<file path="src/rtl/pmem_line_bridge.sv">
// pmem_line_bridge: turns 128-bit line reads/writes from the L2 cache into
// eight 16-bit beats on a narrow memory bus, lowest word first.
//
// state   | meaning
// --------+------------------------------------------------------------
// S_IDLE  | waiting for a line request; captures address and write data
// S_READ  | issuing read beats, filling rbuf word by word
// S_WRITE | issuing write beats out of the captured write buffer
// S_RESP  | one-cycle completion strobe back to the cache
module pmem_line_bridge (
  input  logic         clk,
  input  logic         rst_n,
  input  logic         pmem_read_i,
  input  logic         pmem_write_i,
  input  logic [15:0]  pmem_address_i,
  input  logic [127:0] pmem_wdata_i,
  output logic [127:0] pmem_rdata_o,
  output logic         pmem_resp_o,
  output logic         mem_req_o,
  output logic         mem_we_o,
  output logic [15:0]  mem_addr_o,
  output logic [15:0]  mem_wdata_o,
  input  logic [15:0]  mem_rdata_i,
  input  logic         mem_ready_i
);

  typedef enum logic [1:0] {
    S_IDLE  = 2'd0,
    S_READ  = 2'd1,
    S_WRITE = 2'd2,
    S_RESP  = 2'd3
  } state_t;

  state_t         state_q;
  logic [2:0]     beat_q;
  logic [11:0]    line_addr_q;
  logic [127:0]   wbuf_q;
  logic [127:0]   rbuf_q;
  logic           mem_req_q;
  logic           mem_we_q;
  logic           pmem_resp_q;

  // Byte-within-line bits are don't-care; the beat counter supplies them.
  logic unused_addr_bits;
  assign unused_addr_bits = ^pmem_address_i[3:0];

  // Sequencer: accepts a request, walks beats 0..7, then pulses resp.
  always_ff @(posedge clk or negedge rst_n) begin
    if (!rst_n) begin
      state_q     <= S_IDLE;
      beat_q      <= 3'd0;
      line_addr_q <= 12'd0;
      wbuf_q      <= 128'd0;
      rbuf_q      <= 128'd0;
      mem_req_q   <= 1'b0;
      mem_we_q    <= 1'b0;
      pmem_resp_q <= 1'b0;
    end else begin
      case (state_q)
        S_IDLE: begin
          pmem_resp_q <= 1'b0;
          // Write wins when both requests are raised together.
          if (pmem_write_i || pmem_read_i) begin
            state_q     <= pmem_write_i ? S_WRITE : S_READ;
            line_addr_q <= pmem_address_i[15:4];
            wbuf_q      <= pmem_wdata_i;
            beat_q      <= 3'd0;
            mem_req_q   <= 1'b1;
            mem_we_q    <= pmem_write_i;
          end
        end
        S_READ, S_WRITE: begin
          if (mem_ready_i) begin
            if (state_q == S_READ) begin
              rbuf_q[{beat_q, 4'b0000} +: 16] <= mem_rdata_i;
            end
            beat_q <= beat_q + 3'd1;
            if (beat_q == 3'd7) begin
              state_q     <= S_RESP;
              mem_req_q   <= 1'b0;
              mem_we_q    <= 1'b0;
              pmem_resp_q <= 1'b1;
            end
          end
        end
        S_RESP: begin
          state_q     <= S_IDLE;
          pmem_resp_q <= 1'b0;
        end
        default: begin
          state_q     <= S_IDLE;
          mem_req_q   <= 1'b0;
          mem_we_q    <= 1'b0;
          pmem_resp_q <= 1'b0;
        end
      endcase
    end
  end

  assign pmem_rdata_o = rbuf_q;
  assign pmem_resp_o  = pmem_resp_q;
  assign mem_req_o    = mem_req_q;
  assign mem_we_o     = mem_we_q;
  assign mem_addr_o   = {line_addr_q, beat_q, 1'b0};
  assign mem_wdata_o  = wbuf_q[{beat_q, 4'b0000} +: 16];

endmodule

</file>
<file path="config.mk">
export PLATFORM = sky130hd
export DESIGN_NAME = pmem_line_bridge
export DESIGN_NICKNAME = d
export VERILOG_FILES = /design/src/rtl/pmem_line_bridge.sv
export SDC_FILE = /design/constraint.sdc
export NUM_CORES = 1
export LEC_CHECK = 0
export CORE_MARGIN = 2
export CORE_UTILIZATION = 52
export CTS_CLUSTER_SIZE = 24
export DETAILED_ROUTE_END_ITERATION = 8
export PLACE_DENSITY = 0.95
export SETUP_SLACK_MARGIN = 0.2
export SLEW_MARGIN = 20
export SYNTH_ARGS = -nofsm -noshare
export SYNTH_HDL_FRONTEND = slang
export SYNTH_SLANG_ARGS = --single-unit
</file>
<file path="constraint.sdc">
create_clock -name clk -period 4.4 [get_ports clk]
set_input_delay 0.44 -clock clk [delete_from_list [all_inputs] [get_ports clk]]
set_output_delay 0.44 -clock clk [all_outputs]
set_load 0.02 [all_outputs]
</file>
==> impl_metrics.toml <==
[setup_path]
cpMostUsedCell = "nand2_1"
startpoint_type = "register"
cp.required_ps = 3960
criticalPathCategory = "reg2out"
cp-end-kind = "output port"
reg2reg_from = "beat_q[0]"
r2r_cells = 8
rrSetupSlack_ps = 1140
path_cells = "buf_12 > mux4_2 > nand2_1 > nand2_1 > clkdlybuf4s50_1"
critical_path.slowest_cell = "dfrtp_2"
reg2reg_to = "pmem_rdata_o[126]"
max_stage_delay_ps = 680
cp_max_fo = 25
arrival_ps = 2940

[timing]
hold_viol = 0
fin_crit_ps = 3379
slew_headroom_pct = 27.37
max_freq_mhz = 296.0
fin_crit_sh_pct = 76.79
fin_hold_ws_ps = 503.3
worstMarginPinSlew_ps = 1086
setup_tns_ps = 0
skew_ps = 9.191
maxSlewViolCount = 0
rsz0062_at_grt = "false"
setup_ws_ps = 1021
setup_viol = 0

[grt]
grt_overflow = 0
grt_pass1_wl_um = 48970
grt_pass1_vias = 8302
grt_max_degree = 141
antenna_found_initial = 0
grt.total_usage_pct = 26.89

[drt]
postRouteAntennaNets = 0
vias_per_cell = 5.538
vias = 7460
finalWirelength_um = 31050
drc_errors = 0
routedWlPerCell_um = 23.05
drtPass1Iterations = 4
first_iter_violations = 246

[synth]
ys_types = 39
netlist_area_mm2 = 0.01153
ys_ff_latch = 276
syn_inst = 727
yosysWarnings = 0
avgSynthCellArea_um2 = 15.86
syn_nets = 901
synth_area_leaders = "dfrtp_1 60%, mux2_2 25%, mux4_2 6.3%"
ys_seq_area_share_pct = 59.90
yosysTopAreaCellShare_pct = 59.90
synth_top_area_cell = "dfrtp_1"

[final_layout]
syn_to_final_growth_pct = 38.42
drive_above_1_share_pct = 34.02
multi_input_area_mm2 = 0.004409
fillers = 1281
seq_area_mm2 = 0.006909
antennaDiodeCount = 0
nets = 1220
stdcell_area_mm2 = 0.01596

[clock_network]
holdBufCountCts = 1
cts_tree = "yes"
cts_sinks = 276
cts_buffer_depth = 3
cts_buffers = 28
htree_levels = 1
cts_resized = 0
post_cts_buffers = 0
path_clk_slew_ps = 60
root_buffer = "clkbuf_16"
clk_latency_ps = 540

[placed_design]
portBuffers = 322
post_dp_cell_area_mm2 = 0.01501
pre_cts_ws_ps = 1159
dp_hpwl_um = 21400
gp_congestion = 0.8681

[die]
start_util_pct = 52.84
die_h_um = 152.9
die_x_um = 152.9
core_mm2 = 0.02182
die_area_mm2 = 0.02338
row_count = 54
io_pins = 328

[pwr]
powerDensity_mw_per_mm2 = 721.5
peakVddDrop_mv = 0.5636
leakage_nw = 7.044

[hold_path]
hold_depth = 1
whs_endpoint = "pmem_rdata_o[120]"
worstHoldStart = "pmem_rdata_o[120]"
hp-class = "reg2reg"

[job]
maxCapViolations = 0

[outcome]
status = "finished, final reports clean"
power by group:
part	internal [W]	switching, W	leakage, nW
Combinational	0.00266	0.00220	3.10
Clock	0.00143	0.000982	0.459
Sequential	0.00359	0.000650	3.49
Total	0.00768	0.00383	7.04
worst max-delay path by stage:
stage	from	endpoint	slack [ps]	cells after the start
4_1_cts	beat_q[1]	mem_wdata_o[4]	960	5
6_report	beat_q[1]	mem_wdata_o[4]	1020	5
3_5_place_dp	beat_q[0]	pmem_rdata_o[125]	1160	8
2_1_floorplan	beat_q[0]	pmem_rdata_o[10]	1350	10
5_1_grt	beat_q[1]	mem_wdata_o[4]	890	5
3_3_place_gp	beat_q[0]	pmem_rdata_o[122]	1270	8
registers in the layout (all words and copies together) (netlist names):
register	cells
pmem_rdata_o	128
wbuf_q	128
line_addr_q	12
beat_q	3
state_q	2
mem_req_o	1
mem_we_o	1
pmem_resp_o	1
routing by layer:
layer | GRT usage, % | vias up | part of all wire (%)
li1 | - | 3250 | -
met1 | 31.74 | 3818 | 37
met2 | 47.38 | 328 | 51
met3 | 9.498 | 64 | 9.6
met4 | 6.349 | 0 | 2.5
met5 | 0 | - | 0
kinds of logic after synthesis:
logic type | share of synthesized area, %
AOI/OAI and AO/OA | 0.7379
DFF | 59.90
buffers and inverters | 2.138
other | 0.03252
and+or+nand+nor | 3.179
adders and majority gates | 0.9766
muxes | 33.04
cell usage in the layout, fill, tap and decap left out, types with 2 or more instances in the layout:
cell / n
nand3_1: 2
mux4_2: 32
buf_4: 5
nand2_1: 54
clkbuf_16: 29
ha_1: 9
nor2b_1: 2
nor3b_1: 2
nor3_4: 2
clkinv_2: 8
clkbuf_8: 3
dfrtp_2: 2
buf_12: 3
inv_1: 5
clkdlybuf4s50_1: 321
a21oi_1: 2
clkinvlp_4: 3
mux2_4: 11
clkbuf_1: 5
dfrtp_1: 274
nand2b_1: 2
nand3b_1: 2
mux2i_1: 3
bufinv_16: 3
mux2_2: 257
or4_1: 2
o21ai_0: 5
cells in the mapped netlist, drive strengths merged:
library cell and n:
nand4bb 1, mux4 32, nand3 2, nor2b 2, o32ai 1, conb 1, nor3 3, buf 32
ha 9, dfrtp 276, o22ai 1, o211ai 1, nor2 2, mux2i 3, and4bb 1, mux2 268
nor3b 2, o31ai 1, a31oi 1, o21ai 6, inv 5, or3 1, or2 1, nand4b 1
nand2b 2, a22o 1, and3 1, nand3b 2, or4 2, clkbuf 10, a21oi 2, nand2 54
area by class of cell:
type / count / area share, %
Clock buffer: 37 / 4.923
Timing Repair Buffer: 331 / 20.90
Clock inverter: 14 / 0.9563
Multi-Input combinational cell: 404 / 27.62
Inverter: 5 / 0.1176
Sequential cell: 276 / 43.29
Tap cell: 280 / 2.195
critical path, delay by kind of cell, from the launching register on:
kind / cells / cell delay [ps]
muxes: 1 / 560
buffers and inverters: 2 / 850
DFF: 1 / 680
and+or+nand+nor: 2 / 280
metrics by stage:
step	power, W	std cells	utilization [%]
finish	0.01152	1347	73.14
CTS	0.01159	1347	73.12
global placement	0.008846	1295	68.77
global route	0.01207	1347	73.14
detailed placement	0.009089	1295	68.77
floorplan	0.006989	727	-
Note: power is estimated with default switching activity, not from simulation.
